### src/rtl/decodificador_teclado.sv
// 4x4 active-low keypad scanner with press/release debounce, a 20-nibble key
// buffer for the lock controller and an inactivity timeout code.
module decodificador_teclado #(
    parameter int DEBOUNCE_CYC = 50,
    parameter int TIMEOUT_CYC  = 5000
) (
    input  logic        clk,
    input  logic        rst,
    input  logic        teclado_en,
    input  logic [3:0]  lin_matrix,
    output logic [3:0]  col_matrix,
    output logic [79:0] digitos_value,
    output logic        digitos_valid
);

    // state        | meaning
    // SCAN         | rotate the one-cold column drive, look for a single low row
    // DEBOUNCE     | column frozen, count stable cycles of the latched row
    // WAIT_RELEASE | key accepted, wait for a stable all-high release
    typedef enum logic [1:0] {
        SCAN,
        DEBOUNCE,
        WAIT_RELEASE
    } state_t;

    localparam int DW = $clog2(DEBOUNCE_CYC + 1);
    localparam int TW = $clog2(TIMEOUT_CYC + 1);
    localparam logic [DW-1:0] DEB_LAST = DW'(DEBOUNCE_CYC - 1);
    localparam logic [TW-1:0] TMO_LAST = TW'(TIMEOUT_CYC - 1);
    localparam logic [79:0]   ALL_F    = {20{4'hF}};
    localparam logic [79:0]   ALL_E    = {20{4'hE}};

    state_t        state;
    logic [3:0]    row_lat;
    logic [DW-1:0] deb_cnt;
    logic [TW-1:0] tmo_cnt;
    logic          tmo_armed;
    logic          clear_next;

    logic          one_low;
    logic [1:0]    row_idx;
    logic [1:0]    col_idx;
    logic [3:0]    key_code;
    logic          key_valid;
    logic          key_end;
    logic          accept;
    logic          tmo_hit;
    logic [79:0]   buf_now;

    function automatic logic [1:0] zero_idx(input logic [3:0] v);
        case (v)
            4'b1110: zero_idx = 2'd0;
            4'b1101: zero_idx = 2'd1;
            4'b1011: zero_idx = 2'd2;
            default: zero_idx = 2'd3;
        endcase
    endfunction

    assign one_low = (lin_matrix == 4'b1110) || (lin_matrix == 4'b1101) ||
                     (lin_matrix == 4'b1011) || (lin_matrix == 4'b0111);
    assign row_idx = zero_idx(row_lat);
    assign col_idx = zero_idx(col_matrix);

    always_comb begin
        key_code = 4'hF;
        case ({row_idx, col_idx})
            4'b00_00: key_code = 4'h1;
            4'b00_01: key_code = 4'h2;
            4'b00_10: key_code = 4'h3;
            4'b01_00: key_code = 4'h4;
            4'b01_01: key_code = 4'h5;
            4'b01_10: key_code = 4'h6;
            4'b10_00: key_code = 4'h7;
            4'b10_01: key_code = 4'h8;
            4'b10_10: key_code = 4'h9;
            4'b11_00: key_code = 4'hA;
            4'b11_01: key_code = 4'h0;
            4'b11_10: key_code = 4'hB;
            default:  key_code = 4'hF;
        endcase
    end

    assign key_valid = (col_idx != 2'd3);
    assign key_end   = (key_code == 4'hA) || (key_code == 4'hB);
    assign accept    = (state == DEBOUNCE) && (lin_matrix == row_lat) && (deb_cnt == DEB_LAST);
    assign tmo_hit   = tmo_armed && (tmo_cnt == TMO_LAST);
    // A pending clear must not leak stale digits into a shift in the same cycle.
    assign buf_now   = clear_next ? ALL_F : digitos_value;

    always_ff @(posedge clk) begin
        if (rst) begin
            state         <= SCAN;
            col_matrix    <= 4'b1110;
            row_lat       <= 4'b1111;
            deb_cnt       <= '0;
            tmo_cnt       <= '0;
            tmo_armed     <= 1'b0;
            clear_next    <= 1'b0;
            digitos_value <= ALL_F;
            digitos_valid <= 1'b0;
        end else if (!teclado_en) begin
            state         <= SCAN;
            col_matrix    <= 4'b1111;
            row_lat       <= 4'b1111;
            deb_cnt       <= '0;
            tmo_cnt       <= '0;
            tmo_armed     <= 1'b0;
            clear_next    <= 1'b0;
            digitos_value <= ALL_F;
            digitos_valid <= 1'b0;
        end else begin
            digitos_valid <= 1'b0;
            if (clear_next) begin
                digitos_value <= ALL_F;
                clear_next    <= 1'b0;
            end
            if (tmo_armed) begin
                tmo_cnt <= tmo_cnt + 1'b1;
            end

            case (state)
                SCAN: begin
                    if (one_low) begin
                        row_lat <= lin_matrix;
                        deb_cnt <= '0;
                        state   <= DEBOUNCE;
                    end else if (col_matrix == 4'b1111) begin
                        col_matrix <= 4'b1110;
                    end else begin
                        col_matrix <= {col_matrix[2:0], col_matrix[3]};
                    end
                end
                DEBOUNCE: begin
                    if (lin_matrix != row_lat) begin
                        state <= SCAN;
                    end else if (deb_cnt == DEB_LAST) begin
                        deb_cnt <= '0;
                        state   <= WAIT_RELEASE;
                    end else begin
                        deb_cnt <= deb_cnt + 1'b1;
                    end
                end
                WAIT_RELEASE: begin
                    if (lin_matrix != 4'b1111) begin
                        deb_cnt <= '0;
                    end else if (deb_cnt == DEB_LAST) begin
                        deb_cnt <= '0;
                        state   <= SCAN;
                    end else begin
                        deb_cnt <= deb_cnt + 1'b1;
                    end
                end
                default: state <= SCAN;
            endcase

            // An accepted key takes priority over a coincident timeout expiry.
            if (accept && key_valid) begin
                digitos_value <= {buf_now[75:0], key_code};
                digitos_valid <= 1'b1;
                tmo_cnt       <= '0;
                tmo_armed     <= !key_end;
                clear_next    <= key_end;
            end else if (tmo_hit) begin
                digitos_value <= ALL_E;
                digitos_valid <= 1'b1;
                tmo_cnt       <= '0;
                tmo_armed     <= 1'b0;
                clear_next    <= 1'b1;
            end
        end
    end

endmodule

### config.mk
export PLATFORM = sky130hd
export DESIGN_NAME = decodificador_teclado
export DESIGN_NICKNAME = d
export VERILOG_FILES = /design/src/rtl/decodificador_teclado.sv
export SDC_FILE = /design/constraint.sdc
export NUM_CORES = 1
export LEC_CHECK = 0
export CORE_MARGIN = 3
export CORE_UTILIZATION = 35
export CTS_BUF_LIST = sky130_fd_sc_hd__clkbuf_4
export DETAILED_ROUTE_END_ITERATION = 8
export PLACE_DENSITY = 0.68
export RECOVER_POWER = 100
export SLEW_MARGIN = 20
export SYNTH_ARGS = -nofsm -noshare
export SYNTH_HDL_FRONTEND = slang
export SYNTH_SLANG_ARGS = --single-unit
### constraint.sdc
create_clock -name clk -period 3 [get_ports clk]
set_clock_uncertainty 0.1 [all_clocks]
set_input_delay 0.45 -clock clk [delete_from_list [all_inputs] [get_ports clk]]
set_output_delay 0.45 -clock clk [all_outputs]
set_load 0.01 [all_outputs]
==> flow_metrics.py, run 1 <==
metrics = {
    "outcome": {
        "outcome": "completed",
    },
    "global_routing": {
        "antenna_found_initial": 0,
        "overflow": 0,
        "busiest_layer": "met2",
        "grt_start_max_net_pins": 77,
        "grt_pass1_wl_um": 19200,
        "grtUsageTotal_pct": 15.3,
        "use_met2_pct": 24.5,
        "grtUsageMet1_pct": 20.2,
        "use_met3_pct": 1.97,
        "grt_pass1_vias": 4041,
    },
    "yosys": {
        "async_reset_ff_share_pct": 0,
        "ys_seq_elements": 112,
        "synth_cell_types": 51,
        "synth_cells": 586,
        "synth_nets": 602,
        "synth_edf_count": 0,
        "yosys_warnings": 0,
        "ys_seq_area_share_pct": 46.7,
        "netlist_area_sq_um": 4800,
        "synth_ff_type": "dfxtp_1",
        "synth_area_per_cell_sq_um": 8.20,
    },
    "clock_network": {
        "cts_tree": "yes",
        "post_cts_buffers": 0,
        "root_buffer": "clkbuf_4",
        "clock_latency_ns": 0.45,
        "cts_made_buffers": 9,
        "cts-htree-levels": 3,
        "cts.sinks": 112,
        "cts.clk_slew.worst_paths_ns": 0.18,
        "hold_buffers": 0,
        "cts.repair.resized": 0,
        "cts_buffer_depth": 2,
    },
    "worst_hold_path": {
        "hold_class": "flop to flop",
    },
    "die": {
        "rows": 42,
        "die_y_um": 123,
        "ios": 92,
        "core-area_sq_um": 13300,
        "die_w_um": 123,
        "die-area_sq_um": 15200,
        "start_util_pct": 36.0,
    },
    "sta": {
        "finalHoldViolCount": 0,
        "tns_ns": 0,
        "fmax_mhz": 383,
        "fin_crit_sh_pct": 87.1,
        "grt_setup_unrepaired": "false",
        "layout_min_cycle_time_ns": 2.61,
        "slew_violations": 0,
        "finalSetupViolations": 0,
        "slew_headroom_pct": 53.9,
        "worst_slew_pin_slew_ns": 0.692,
        "layout_setup_ws_ns": 0.387,
    },
    "power": {
        "pwr-share-clk_pct": 30.2,
        "swShare_pct": 26.3,
        "ir_drop_mv": 0.181,
        "combPwrFrac_pct": 5.9,
        "p_int_uw": 1740,
        "seqPwrFrac_pct": 64.0,
        "power_leakage_uw": 0.00189,
        "p_sw_uw": 620,
        "pwr_density_cell_nw_per_um2": 398,
    },
    "placed_design": {
        "place_hpwl_um": 8090,
        "dp_slack_ns": 0.154,
        "numPortBuffers": 91,
        "place.gp.congestion": 0.845,
    },
    "setup_path": {
        "arrival_ns": 2.87,
        "criticalPathCategory": "flop to flop",
        "endpoint_kind": "flop",
        "critPathLaunchType": "flop",
        "crit_path_max_fanout": 43,
        "critical_path_required_ns": 3.26,
    },
    "cells_and_area": {
        "drive_above_1_share_pct": 4.42,
        "multiInputGateArea_sq_um": 2300,
        "layout_common_cells": "dfxtp_1 (112), dlygate4sd3_1 (86), nor2_1 (85)",
        "antenna_cells": 0,
        "mostFrequentLayoutCell": "dfxtp_1",
        "syn_to_final_growth_pct": 23.3,
        "register_area_sq_um": 2240,
        "fillCellCount": 1314,
        "fin_nets": 667,
    },
    "routing": {
        "vias": 4347,
        "drtIter0Drc": 464,
        "wl_per_cell_um": 14.1,
        "avgViaCountPerCell": 5.22,
        "drc": 0,
        "drt-total-wl_um": 11700,
        "drtAntennaViolNets": 0,
        "drt-pass1-iter-count": 5,
    },
    "run": {
        "maxCapViolCount": 0,
    },
}
## power by group through the flow
stage | Clock, uW | Sequential, uW | Combinational [uW]
2_1_floorplan | 0 | 1530 | 107
3_3_place_gp | 0 | 1540 | 140
3_5_place_dp | 0 | 1540 | 143
4_1_cts | 738 | 1510 | 144
5_1_grt | 789 | 1510 | 153
6_report | 711 | 1510 | 138
## cell usage after synthesis (2+ instances only)
library cell | count | share of area (%)
nand4_1 | 5 | 0.65
xor2_1 | 11 | 2.0
nand4b_1 | 7 | 1.3
xor2_2 | 2 | 0.68
o22ai_1 | 2 | 0.26
o21ai_0 | 7 | 0.73
nor2_1 | 86 | 6.7
nand2_1 | 65 | 5.1
o31ai_1 | 2 | 0.31
or3_1 | 4 | 0.52
nand3_1 | 15 | 1.6
o21ai_1 | 58 | 6.0
nor3_1 | 61 | 6.4
nand3b_1 | 2 | 0.31
dfxtp_1 | 112 | 47
clkbuf_1 | 21 | 1.6
ha_1 | 9 | 2.3
buf_4 | 8 | 1.3
a21oi_1 | 12 | 1.3
buf_2 | 16 | 1.7
nor4_1 | 2 | 0.26
a31oi_1 | 21 | 2.7
mux2i_1 | 5 | 1.0
and3_1 | 4 | 0.52
xnor2_1 | 7 | 1.3
o311ai_1 | 2 | 0.36
a32o_1 | 2 | 0.42
o211ai_1 | 4 | 0.63
nand2b_1 | 3 | 0.39
inv_1 | 10 | 0.78
## cell type report
class	count	share of cell area (%)
multi-input cells	418	38.8
flip-flops and latches	112	37.8
repair buffers	100	16.8
well taps	176	3.72
clock buffers	9	1.14
clock inverters	7	1.08
inverters	10	0.633
## per-layer routing
| layer | vias up | part of all wire (%) |
|---|---|---|
| met4 | 0 | 3.0 |
| met2 | 113 | 48 |
| li1 | 2165 | - |
| met5 | - | 0 |
| met3 | 30 | 3.7 |
| met1 | 2039 | 46 |
## sequential cells by signal, summed over array words and instances (netlist names)
name,count
clear_next,1
state,2
tmo_armed,1
digitos_valid,1
deb_cnt,6
row_lat,4
digitos_value,80
tmo_cnt,13
col_matrix,4
## cell families after synthesis
kind of cell	share of synthesized area (%)
AO/OA/AOI/OAI	14.7
XOR/XNOR	3.96
adder cells (fa/ha/maj)	2.34
buffers and inverters	5.57
flip-flops	46.7
multiplexers	1.04
AND/OR/NAND/NOR	25.7
## worst max-delay path, cell delays in order (launching register included)
cell and delay, ns:
dfxtp_1 0.48, and4b_1 0.31, inv_1 0.08, ha_1 0.21, nand2_1 0.19, and4_1 0.34, clkbuf_4 0.48, o311ai_1 0.18
o311ai_0 0.13
## worst paths after layout
check / depth (start not counted) / from / slack (ns) / endpoint
setup / recovery: 8 / col_matrix[0] / 0.39 / digitos_value[0]
hold / removal: 2 / digitos_value[4] / 0.40 / digitos_value[8]
setup reg to reg: 8 / col_matrix[0] / 0.39 / digitos_value[0]
hold reg to reg: 2 / digitos_value[4] / 0.40 / digitos_value[8]
## stage by stage
step / std cells / area [sq um] / power, uW / util (%) / hold WS, ns
after floorplan: 586 / 4800 / 1640 / - / 0.358
after global routing: 832 / 5930 / 2450 / 44.4 / 0.411
after CTS: 832 / 5960 / 2390 / 44.6 / 0.396
after global placement: 816 / 5830 / 1680 / 43.7 / 0.367
final: 832 / 5930 / 2360 / 44.4 / 0.402
after detailed placement: 816 / 5830 / 1680 / 43.7 / 0.393
(Power assumes the default switching activity.)
==> inputs of run 2 (changes only) <==
- CORE_MARGIN: 3 -> 2
- GPL_ROUTABILITY_DRIVEN: default -> 0
==> flow_metrics.py, run 2 (synthesized netlist as in run 1, its figures left out) <==
metrics = {
    "global_routing": {
        "overflow": 0,
        "grt_pass1_wl_um": 19000,
        "grt_start_max_net_pins": 57,
        "grt_pass1_vias": 3813,
        "grtUsageTotal_pct": 15.8,
        "antenna_found_initial": 1,
    },
    "setup_path": {
        "endpoint_kind": "flop",
        "criticalPathCategory": "flop to flop",
        "crit_path_max_fanout": 40,
        "rrSetupSlack_ns": 0.41,
        "arrival_ns": 2.88,
        "cpPeakStageDelay_ns": 0.47,
        "r2r_cells": 8,
        "worstPathCellList": "and4b_1 -> inv_1 -> ha_1 -> nand2_1 -> and4_1 -> clkbuf_4 -> nand2_1 -> a31oi_1",
        "r2r-end": "digitos_value[32]",
        "path_common_cell": "nand2_1",
        "critPathLaunchType": "flop",
        "rr_startpoint": "col_matrix[0]",
        "critical_path_required_ns": 3.29,
        "critical_path.slowest_cell": "dfxtp_1",
    },
    "routing": {
        "drc": 0,
        "vias": 4378,
        "avgViaCountPerCell": 5.25,
        "drtIter0Drc": 423,
        "wl_per_cell_um": 13.8,
        "drtAntennaViolNets": 0,
        "drt-total-wl_um": 11500,
        "drt-pass1-iter-count": 5,
    },
    "die": {
        "rows": 42,
        "ios": 92,
        "start_util_pct": 36.0,
        "core-area_sq_um": 13300,
        "die_w_um": 121,
        "die_y_um": 121,
        "die-area_sq_um": 14700,
    },
    "sta": {
        "layout_setup_ws_ns": 0.407,
        "tns_ns": 0,
        "layout_min_cycle_time_ns": 2.59,
        "slew_violations": 0,
        "fin_crit_sh_pct": 86.4,
        "grt_setup_unrepaired": "false",
        "finalHoldViolCount": 0,
        "slew_headroom_pct": 53.7,
        "finalSetupViolations": 0,
        "fmax_mhz": 386,
        "worst_slew_pin_slew_ns": 0.694,
    },
    "cells_and_area": {
        "top_regs": "digitos_value x80, tmo_cnt x13, deb_cnt x6",
        "largest-register": "digitos_value",
        "layout_common_cells": "dfxtp_1 (112), dlygate4sd3_1 (86), nor2_1 (85)",
        "register_area_sq_um": 2240,
        "fillCellCount": 1333,
        "syn_to_final_growth_pct": 24.1,
        "fin_util_pct": 44.7,
        "largest_reg_flops": 80,
        "drive_above_1_share_pct": 4.57,
        "fin_area_sq_um": 5960,
        "mostFrequentLayoutCell": "dfxtp_1",
        "fin_nets": 669,
        "multiInputGateArea_sq_um": 2300,
    },
    "power": {
        "power_leakage_uw": 0.00191,
        "ir_drop_mv": 0.235,
        "pwr_density_cell_nw_per_um2": 405,
    },
    "clock_network": {
        "cts-htree-levels": 3,
        "cts_tree": "yes",
        "cts.sinks": 112,
        "cts.clk_slew.worst_paths_ns": 0.18,
        "root_buffer": "clkbuf_4",
        "cts_made_buffers": 9,
        "clock_latency_ns": 0.45,
        "post_cts_buffers": 0,
        "cts_buffer_depth": 2,
        "cts.repair.resized": 0,
        "hold_buffers": 0,
    },
    "placed_design": {
        "post_dp_cell_area_sq_um": 5840,
        "dp_slack_ns": 0.203,
        "numPortBuffers": 91,
        "place_hpwl_um": 8120,
    },
    "run": {
        "maxCapViolCount": 0,
    },
    "outcome": {
        "outcome": "completed",
    },
    "worst_hold_path": {
        "holdPathEnd": "digitos_value[76]",
        "hold_class": "flop to flop",
        "hold_depth": 2,
        "holdCritStartpoint": "digitos_value[76]",
    },
}
run 2: cell count changes in the layout (fill, tap and decap cells not counted), moves of 2 or more:
cell / delta
clkinv_4: +2
inv_6: -2
o21ai_0: -4
o21ai_1: +4
run 2: worst max path at each step:
| stage | startpoint | to | slack [ns] | depth (start not counted) |
|---|---|---|---|---|
| finish | col_matrix[0] | digitos_value[32] | 0.41 | 8 |
| global route | row_lat[2] | digitos_value[70] | 0.16 | 6 |
| CTS | col_matrix[0] | digitos_value[56] | 0.55 | 7 |
| detailed placement | lin_matrix[3] | digitos_value[12] | 0.20 | 6 |
| global placement | lin_matrix[3] | digitos_value[70] | 0.29 | 7 |
| floorplan | lin_matrix[2] | tmo_armed | 0.87 | 7 |
run 2: area by class of cell:
class | instances | area share, %
Sequential cell | 112 | 37.6
Tap cell | 176 | 3.69
Clock inverter | 6 | 1.36
Timing Repair Buffer | 102 | 17.0
Antenna cell | 1 | 0.0420
Inverter | 10 | 0.630
Multi-Input combinational cell | 418 | 38.5
Clock buffer | 9 | 1.13
run 2: where the power goes:
group	internal (uW)	leakage, uW	switching (uW)
Combinational	56.3	0.000919	83.9
Clock	265	0.0000793	504
Sequential	1490	0.000906	12.6
Total	1820	0.00191	600
run 2: metal layers:
metal | share of wire [%] | routed length (um) | global-route usage, %
met1 | 44 | 5040 | 20.6
met2 | 50 | 5720 | 26.5
met3 | 5.1 | 593 | 3.01
met4 | 1.6 | 187 | 4.81
met5 | 0 | 0 | 0
run 2: metrics by stage:
step | power [uW] | hold WS [ns] | cells
2_1_floorplan | 1640 | 0.358 | 586
3_3_place_gp | 1680 | 0.367 | 818
3_5_place_dp | 1680 | 0.380 | 818
4_1_cts | 2450 | 0.405 | 833
5_1_grt | 2520 | 0.428 | 834
6_report | 2420 | 0.398 | 834
run 2: worst max-delay path: cells and delay by family, from the launching register on:
family / cells / cell delay, ns
and+or+nand+nor: 4 / 1.01
adders and majority gates: 1 / 0.21
AOI/OAI and AO/OA: 1 / 0.17
buffers and inverters: 2 / 0.56
DFF: 1 / 0.47
==> inputs of run 3 (changes only) <==
- SLEW_MARGIN: 20 -> 10
==> results of run 3 <==
No change in the layout: final DEF, timing and power equal those of run 2.
